<file path="config.mk">
export PLATFORM = sky130hd
export DESIGN_NAME = tcp_stream_check
export DESIGN_NICKNAME = d
export VERILOG_FILES = /design/src/rtl/tcp_stream_check.sv
export SDC_FILE = /design/constraint.sdc
export NUM_CORES = 1
export LEC_CHECK = 0
export CORE_MARGIN = 2
export CORE_UTILIZATION = 30
export CTS_BUF_LIST = sky130_fd_sc_hd__clkbuf_4 sky130_fd_sc_hd__clkbuf_8
export CTS_CLUSTER_SIZE = 8
export DETAILED_ROUTE_END_ITERATION = 6
export GPL_TIMING_DRIVEN = 0
export MAX_ROUTING_LAYER = met4
export SYNTH_ARGS = -nofsm -noshare
export SYNTH_HDL_FRONTEND = slang
export SYNTH_SLANG_ARGS = --single-unit
</file>
<file path="constraint.sdc">
create_clock -name clk -period 6.8 [get_ports clk]
set_clock_uncertainty 0.05 [all_clocks]
set_input_delay 1.36 -clock clk [delete_from_list [all_inputs] [get_ports clk]]
set_output_delay 1.36 -clock clk [all_outputs]
set_load 0.005 [all_outputs]
</file>
<file path="src/rtl/tcp_stream_check.sv">
// tcp_stream_check: checks a stream of TCP segments (ports, seq, ack, counting payload).
// Define TCP_CSUM_CHECK_EN to add the ones-complement checksum check (err_code 7).
module tcp_stream_check #(
    parameter logic [15:0] SRC_PORT  = 16'h0400,
    parameter logic [15:0] DES_PORT  = 16'h00aa,
    parameter logic [31:0] SEQ_INIT  = 32'h55bc55bc,
    parameter logic [31:0] ACK_NUM   = 32'hbc55bc55,
    parameter logic [15:0] MAX_WORDS = 16'd1024
) (
    input  logic        clk,
    input  logic        reset,
    input  logic [31:0] tcp_data_in,
    input  logic        tcp_data_valid,
    output logic        seg_done,
    output logic        tcp_error_out,
    output logic [2:0]  err_code,
    output logic [15:0] seg_count,
    output logic [15:0] err_count,
    output logic [31:0] exp_seq
);

    localparam logic [2:0] E_NONE = 3'd0;
    localparam logic [2:0] E_PORT = 3'd1;
    localparam logic [2:0] E_SEQ  = 3'd2;
    localparam logic [2:0] E_ACK  = 3'd3;
    localparam logic [2:0] E_OFF  = 3'd4;
    localparam logic [2:0] E_PAY  = 3'd5;
    localparam logic [2:0] E_LEN  = 3'd6;
`ifdef TCP_CSUM_CHECK_EN
    localparam logic [2:0] E_CSUM = 3'd7;
`endif

    typedef enum logic [2:0] {
        S_IDLE,
        S_HDR,
        S_OPT,
        S_DATA,
        S_END
    } state_t;

    state_t      r_state;
    state_t      w_next;

    logic [15:0] r_cnt;
    logic [15:0] r_pay;
    logic [3:0]  r_off;
    logic        r_ctl;
    logic [2:0]  r_err;
    logic [2:0]  r_err_code;
    logic [15:0] r_seg_cnt;
    logic [15:0] r_err_cnt;
    logic [31:0] r_exp_seq;

    logic [3:0]  w_w3_off;
    logic [15:0] w_w3_len;
    logic [15:0] w_w3_pay;
    logic        w_busy;
    logic        w_seg_end;
    logic        w_hdr_last;
    logic        w_opt_last;
    logic        w_trunc;
    logic [2:0]  w_err_now;
    logic [2:0]  w_end_err;
    logic [2:0]  w_final;

    assign w_w3_off   = tcp_data_in[31:28];
    assign w_w3_len   = tcp_data_in[15:0];
    assign w_w3_pay   = (w_w3_len >> 2) - {12'd0, w_w3_off};
    assign w_busy     = (r_state == S_HDR) || (r_state == S_OPT)
                     || (r_state == S_DATA);
    assign w_seg_end  = w_busy && !tcp_data_valid;
    assign w_hdr_last = (r_cnt == 16'd4);
    assign w_opt_last = (r_cnt == ({12'd0, r_off} - 16'd6));
    assign w_trunc    = (r_state == S_HDR) || (r_state == S_OPT)
                     || ((r_state == S_DATA) && (r_cnt < r_pay));

    always_ff @(posedge clk or posedge reset) begin
        if (reset) begin
            r_state <= S_IDLE;
        end else begin
            r_state <= w_next;
        end
    end

    always_comb begin
        w_next = r_state;
        unique case (r_state)
            S_IDLE: begin
                if (tcp_data_valid) w_next = S_HDR;
            end
            S_HDR: begin
                if (!tcp_data_valid) w_next = S_END;
                else if (w_hdr_last) w_next = (r_off > 4'd5) ? S_OPT : S_DATA;
            end
            S_OPT: begin
                if (!tcp_data_valid) w_next = S_END;
                else if (w_opt_last) w_next = S_DATA;
            end
            S_DATA: begin
                if (!tcp_data_valid) w_next = S_END;
            end
            S_END: w_next = S_IDLE;
            default: w_next = S_IDLE;
        endcase
    end

    // Error raised by the word being sampled this cycle
    always_comb begin
        w_err_now = E_NONE;
        if (tcp_data_valid) begin
            case (r_state)
                S_IDLE: begin
                    if (tcp_data_in != {SRC_PORT, DES_PORT}) w_err_now = E_PORT;
                end
                S_HDR: begin
                    case (r_cnt)
                        16'd1: if (tcp_data_in != r_exp_seq) w_err_now = E_SEQ;
                        16'd2: if (tcp_data_in != ACK_NUM) w_err_now = E_ACK;
                        16'd3: begin
                            if ((w_w3_off < 4'd5)
                                || ({10'd0, w_w3_off, 2'b00} > w_w3_len))
                                w_err_now = E_OFF;
                            else if ((w_w3_len[1:0] != 2'b00)
                                     || (w_w3_pay > MAX_WORDS))
                                w_err_now = E_LEN;
                        end
                        default: w_err_now = E_NONE;
                    endcase
                end
                S_DATA: begin
                    if (r_cnt >= r_pay) w_err_now = E_LEN;
                    else if (tcp_data_in != {16'd0, r_cnt}) w_err_now = E_PAY;
                end
                default: w_err_now = E_NONE;
            endcase
        end
    end

`ifdef TCP_CSUM_CHECK_EN
    logic [15:0] r_csum;
    logic [15:0] w_csum_base;
    logic [15:0] w_csum_sum;

    function automatic logic [15:0] f_oadd(input logic [15:0] a, input logic [15:0] b);
        logic [16:0] t;
        t = {1'b0, a} + {1'b0, b};
        return t[15:0] + {15'd0, t[16]};
    endfunction

    assign w_csum_base = (r_state == S_IDLE) ? 16'd0 : r_csum;
    assign w_csum_sum  = f_oadd(f_oadd(w_csum_base, tcp_data_in[31:16]),
                                tcp_data_in[15:0]);

    always_ff @(posedge clk or posedge reset) begin
        if (reset) begin
            r_csum <= 16'd0;
        end else if (tcp_data_valid && ((r_state == S_IDLE) || w_busy)) begin
            r_csum <= w_csum_sum;
        end
    end
`endif

    // Errors only knowable once valid drops
    always_comb begin
        w_end_err = E_NONE;
        if (w_trunc) w_end_err = E_LEN;
`ifdef TCP_CSUM_CHECK_EN
        else if (r_csum != 16'hFFFF) w_end_err = E_CSUM;
`endif
    end

    assign w_final = (r_err != E_NONE) ? r_err : w_end_err;

    always_ff @(posedge clk or posedge reset) begin
        if (reset) begin
            r_cnt      <= 16'd0;
            r_pay      <= 16'd0;
            r_off      <= 4'd0;
            r_ctl      <= 1'b0;
            r_err      <= E_NONE;
            r_err_code <= E_NONE;
            r_seg_cnt  <= 16'd0;
            r_err_cnt  <= 16'd0;
            r_exp_seq  <= SEQ_INIT;
        end else begin
            case (r_state)
                S_IDLE: begin
                    if (tcp_data_valid) begin
                        r_cnt <= 16'd1;
                        r_err <= w_err_now;
                    end
                end
                S_HDR: begin
                    if (tcp_data_valid) begin
                        if (r_cnt == 16'd3) begin
                            r_off <= w_w3_off;
                            r_pay <= w_w3_pay;
                            r_ctl <= |tcp_data_in[17:16];
                        end
                        r_cnt <= w_hdr_last ? 16'd0 : r_cnt + 16'd1;
                    end
                end
                S_OPT: begin
                    if (tcp_data_valid) r_cnt <= w_opt_last ? 16'd0 : r_cnt + 16'd1;
                end
                S_DATA: begin
                    if (tcp_data_valid && (r_cnt != 16'hFFFF)) r_cnt <= r_cnt + 16'd1;
                end
                default: r_cnt <= r_cnt;
            endcase
            if (w_busy && tcp_data_valid && (r_err == E_NONE)) r_err <= w_err_now;
            if (w_seg_end) begin
                r_err_code <= w_final;
                if (r_seg_cnt != 16'hFFFF) r_seg_cnt <= r_seg_cnt + 16'd1;
                if (w_final != E_NONE) begin
                    if (r_err_cnt != 16'hFFFF) r_err_cnt <= r_err_cnt + 16'd1;
                end else begin
                    r_exp_seq <= r_exp_seq + {14'd0, r_pay, 2'b00} + {31'd0, r_ctl};
                end
            end
        end
    end

    always_comb begin
        seg_done      = (r_state == S_END);
        tcp_error_out = (r_state == S_END) && (r_err_code != E_NONE);
    end

    assign err_code  = r_err_code;
    assign seg_count = r_seg_cnt;
    assign err_count = r_err_cnt;
    assign exp_seq   = r_exp_seq;

endmodule

</file>
After elaboration in Yosys (flattened, before gate mapping)
Cells that the tools add are included.
Word-level totals
  register bits: 110
  latch bits: 0
  RAM bits: 0
  memory bits (read-only): 0
  bits of input ports: 35
  output and inout bits: 69
  memories kept: 0
Operators by class
  add/sub/neg operators: 7
  multipliers: 0
  divide/modulo/power cells: 0
  $lt $le $gt $ge: 6
  eq/ne operators: 23
  shift-type cells: 0
  mux-type cells: 30
  bitwise operators: 1
  reductions and logical operators: 29
Operators with widths (number)
  16-bit two-way mux: 6
  16-bit case mux with 4 select lines: 1
  16-bit by 1-bit adder with 16-bit output, second input constant: 3
  3-bit two-way mux: 16
  16-bit != test, second input constant: 3
  32-bit by 1-bit adder with 32-bit output: 1
  32-bit by 18-bit adder with 32-bit output: 1
  16-bit by 2-bit == test with 1-bit output, second input constant: 2
  32-bit by 16-bit != test with 1-bit output: 1
  32-bit by 27-bit != test with 1-bit output, second input constant: 1
  32-bit != test: 1
  32-bit != test, second input constant: 1
  3-bit case mux with 3 select lines: 2
  16-bit by 1-bit == test with 1-bit output, second input constant: 1
  16-bit == test: 1
  16-bit by 3-bit == test with 1-bit output, second input constant: 1
  16-bit greater-or-equal comparator: 1
  16-bit by 11-bit greater-than comparator with 1-bit output, second input constant: 1
  6-bit by 16-bit greater-than comparator with 1-bit output: 1
  16-bit < comparator: 1
  14-bit by 4-bit subtractor with 15-bit output: 1
  3-bit case mux with 4 select lines: 1
  3-bit nonzero test: 3
  2-bit != test, second input constant: 4
  other kinds (22): 41

Depth between registers and ports, before layout
  word-level depth: 11
  gate-level depth with buffers: 11

Worst setup path after synthesis
No wires, ideal clock.
  path type: input to register
  start: input tcp_data_in[2]
  end: register r_err[2]
  library setup time: 133 ps
  arrival: 3262 ps
  data required time: 6617 ps
  setup slack: 3356 ps
  cell stages on the path: 10
  path through: inv_1 -> ha_1 -> fa_1 -> nand2b_1 -> a21oi_1 -> xnor2_1 -> nor3_1 -> a41oi_1 -> nor4_1 -> o211ai_2
Between the ends
  cells in the longest elaborated chain, start to end: 11
  elaborated cells on any way between the ends: 16
Ends and longest elaborated chain
  from (decl): RTL line 12  | input logic [31:0] tcp_data_in,
  14-bit by 4-bit subtractor with 15-bit output: RTL line 68  | assign w_w3_pay = (w_w3_len >> 2) - {12'd0, w_w3_off};
  16-bit by 11-bit greater-than comparator with 1-bit output: RTL line 124  | || (w_w3_pay > MAX_WORDS))
  1-bit logical OR: RTL line 124
  3-bit two-way mux: RTL line 123  | else if ((w_w3_len[1:0] != 2'b00)
  3-bit two-way mux: RTL line 120  | if ((w_w3_off < 4'd5)
  3-bit case mux with 3 select lines: RTL line 116  | case (r_cnt)
  3-bit case mux with 3 select lines *: RTL line 111  | case (r_state)
  3-bit two-way mux *: RTL line 110  | if (tcp_data_valid) begin
  3-bit two-way mux: RTL line 188  | if (tcp_data_valid) begin
  3-bit two-way mux: RTL line 186  | case (r_state)
  3-bit two-way mux *: RTL line 211  | if (w_busy && tcp_data_valid && (r_err == E_NONE)) r_err <= w_err_now;
  to (signal assigned): RTL line 190  | r_err <= w_err_now;
  to (signal assigned): RTL line 211
  to (decl): RTL line 48  | logic [2:0] r_err;
Every way passes the cells marked *; elsewhere a longest branch is shown, timed or not. The select of a mux whose other input is x is not followed.
A chain may end at the register's enable or synchronous reset.

Worst setup path in the final report
Same ends and word-level chain as after synthesis.

==> impl_metrics.tcl <==
set metrics [dict create \
    ys_seq_elements 109 \
    grt_usage_pct 17.3 \
    worst_path_max_delay_cell "clkdlybuf4s50_1" \
    ios 104 \
    first_global_vias 6214 \
    cpLargestDelayFamily "buffers and inverters" \
    cts-root-buf "clkbuf_8" \
    synth_cell_types 66 \
    wl_per_cell_um 17.4 \
    core_area_um2 24300 \
    path_buf_inv 2 \
    cp.depth 11 \
    mostFrequentLayoutCell "clkdlybuf4s50_1" \
    async_reset_ff_share_pct 100 \
    grt.overflow.total 0 \
    synth_seq_area_share_pct 36.9 \
    synth_area_um2 7450 \
    multi_input_area_um2 4410 \
    drive_gt1_share_pct 7.24 \
    drc 0 \
    vias 6488 \
    max_stage_delay_ps 670 \
    via_per_inst 5.19 \
    status "completed" \
    hold_buffers 0 \
    cts_tree "built" \
    cp_data_arrival_time_ps 4530 \
    crit_path_end_kind "flip-flop" \
    setup_viol 0 \
    ys_top_cells_by_area "dfrtp_1 (31%), xor2_1 (8.6%), ha_1 (8.2%), xnor2_1 (6.7%), dfstp_2 (6.3%)" \
    hold_class "flip-flop to flip-flop" \
    max_clock_freq_mhz 232 \
    port_buffers 94 \
    ir_drop_v 0.000220 \
    finalMaxSlewViolations 0 \
    die_x_um 162 \
    dp.cells 1234 \
    synth_top_area_share_pct 30.6 \
    syn_inst 815 \
    clock_path_buffers 2 \
    area_delta_synth_final_pct 21.1 \
    antenna_found_initial 0 \
    drt-total-wl_mm 21.8 \
    fin_nets 1006 \
    initial_core_util_pct 30.6 \
    p_leak_nw 3.83 \
    whs_path_depth 1 \
    cp_cell_sequence "clkdlybuf4s50_1 > inv_1 > ha_1 > fa_1 > nand2b_1 > a21oi_1 > nor4_1 > xnor2_1 > a41oi_1 > nor4_1 > o211ai_2" \
    post_cts_resized 0 \
    start_kind "primary input" \
    yosysTopAreaCell "dfrtp_1" \
    gp_congestion 0.898 \
    slew_headroom_pct 43.7 \
    post-route-util_pct 37.1 \
    grt_max_degree 84 \
    min_period_ps 4310 \
    drtAntennaViolNets 0 \
    rr_startpoint "r_pay[14]$_DFFE_PP0P_" \
    clk_latency_ps 410 \
    synth_nets 900 \
    rsz0062_at_grt "no" \
    cts_setup_buffers 0 \
    seqCellArea_um2 2750 \
    clock_sinks 109 \
    final_cell_mix "clkdlybuf4s50_1 (94), dfrtp_1 (91), nand2_1 (83), xor2_1 (73), xnor2_1 (57)" \
    period_share_pct 63.3 \
    yosys_warnings 0 \
    crit_required_ps 7030 \
    p_per_area_nw_per_um2 322 \
    critPathKind "primary input to flip-flop" \
    h-tree-depth 3 \
    cap_viol_max_count 0 \
    dieHeight_um 162 \
    fin_setup_tns_ps 0 \
    path_clk_slew_ps 130 \
    crit_top_cell "nor4_1" \
    hold_viol_final 0 \
    min_from "err_count[9]$_DFFE_PP0P_" \
    cp_max_fo 5 \
    synth_ff_type "dfrtp_1" \
    nFillCells 2447 \
    r2r_cells 9 \
    r2r_setup_slack_ps 3330 \
    die_area_um2 26100 \
    dp_hpwl_mm 16.7 \
    hold_path_end "err_count[9]$_DFFE_PP0P_" \
    grt_pass1_wl_mm 34.7 \
    avgSynthCellArea_um2 9.14 \
    drt-initial-drc-count 391 \
    firstDrtPassIters 5 \
    worstMarginPinSlew_ps 837 \
    num_rows 57 \
    fin_cells 1251 \
    synth_edf_count 0 \
    cts_buffers 9 \
    r2r-end "exp_seq[6]$_DFFE_PP0P_" \
]
layout make-up:
| class | instances | area share (%) |
|---|---|---|
| repair buffers | 95 | 10.7 |
| clock buffers | 9 | 1.37 |
| flip-flops and latches | 109 | 30.5 |
| clock inverters | 7 | 0.749 |
| plain buffers | 34 | 1.68 |
| multi-input cells | 635 | 48.9 |
| well taps | 324 | 4.49 |
| diodes | 1 | 0.0277 |
| inverters | 37 | 1.59 |
sequential cells by signal, indices dropped and copies added (netlist names):
name and count:
err_code 3, err_count 16, exp_seq 32, r_cnt 16
r_ctl 1, r_err 3, r_off 4, r_pay 15
r_state 3, seg_count 16
cells in the mapped netlist (all sizes together) (4+ instances only):
| cell | number |
|---|---|
| nor3 | 31 |
| a22o | 9 |
| inv | 37 |
| dfrtp | 91 |
| a21o | 8 |
| clkbuf | 26 |
| o21a | 6 |
| o21ai | 46 |
| o22ai | 4 |
| mux2 | 7 |
| nand2 | 83 |
| and2 | 6 |
| nor4 | 31 |
| o211ai | 4 |
| nand4 | 27 |
| ha | 49 |
| a31oi | 5 |
| dfstp | 18 |
| xor2 | 73 |
| nor2b | 13 |
| and4 | 4 |
| nand3 | 25 |
| xnor2 | 57 |
| a211oi | 4 |
| or4 | 5 |
| or3 | 4 |
| nor2 | 45 |
| and3 | 12 |
| a21oi | 30 |
| buf | 8 |
| or2 | 6 |
kinds of logic (layout without fill, tap and decap cells):
family                   count (synthesis)  after routing  share of synthesized area [%]
AND/OR/NAND/NOR                        302            302                           21.4
AO/OA/AOI/OAI                          143            143                           12.6
XOR/XNOR                               130            130                           15.3
flip-flops                             109            109                           36.9
buffers and inverters                   71            182                           3.90
adder cells (fa/ha/maj)                 50             50                           8.50
multiplexers                            10             10                           1.46
other                                    0              1                              0
layer usage:
metal | vias up | part of all wire, % | track usage [%]
met5 | - | 0 | -
met4 | 0 | 1.7 | 5.56
met3 | 28 | 4.4 | 1.93
met2 | 183 | 45 | 26.6
met1 | 3158 | 49 | 23.9
li1 | 3119 | - | -
where the power goes:
part / internal (mW) / switching [mW]
clock: 0.143 / 0.265
sequential: 0.830 / 0.224
combinational: 0.661 / 0.785
total: 1.63 / 1.27
per-stage QoR:
step / power, mW / hold WS, ps / cell area, µm² / setup slack [ps]
after floorplan: 1.96 / 410 / 7450 / 2550
after global placement: 2.48 / 425 / 8800 / 608
after detailed placement: 2.50 / 436 / 8830 / 2160
after CTS: 2.92 / 454 / 9020 / 2560
after global routing: 3.13 / 474 / 9020 / 2240
final: 2.91 / 451 / 9020 / 2490
worst max-delay path by stage:
stage | from | end
2_1_floorplan | reset | err_code[0]$_DFFE_PP0P_
5_1_grt | tcp_data_in[2] | r_err[2]$_DFFE_PP0P_
4_1_cts | tcp_data_in[2] | r_err[2]$_DFFE_PP0P_
3_5_place_dp | tcp_data_in[2] | r_err[2]$_DFFE_PP0P_
3_3_place_gp | reset | exp_seq[13]$_DFFE_PP0P_
6_report | tcp_data_in[2] | r_err[2]$_DFFE_PP0P_
(Power assumes the default switching activity.)
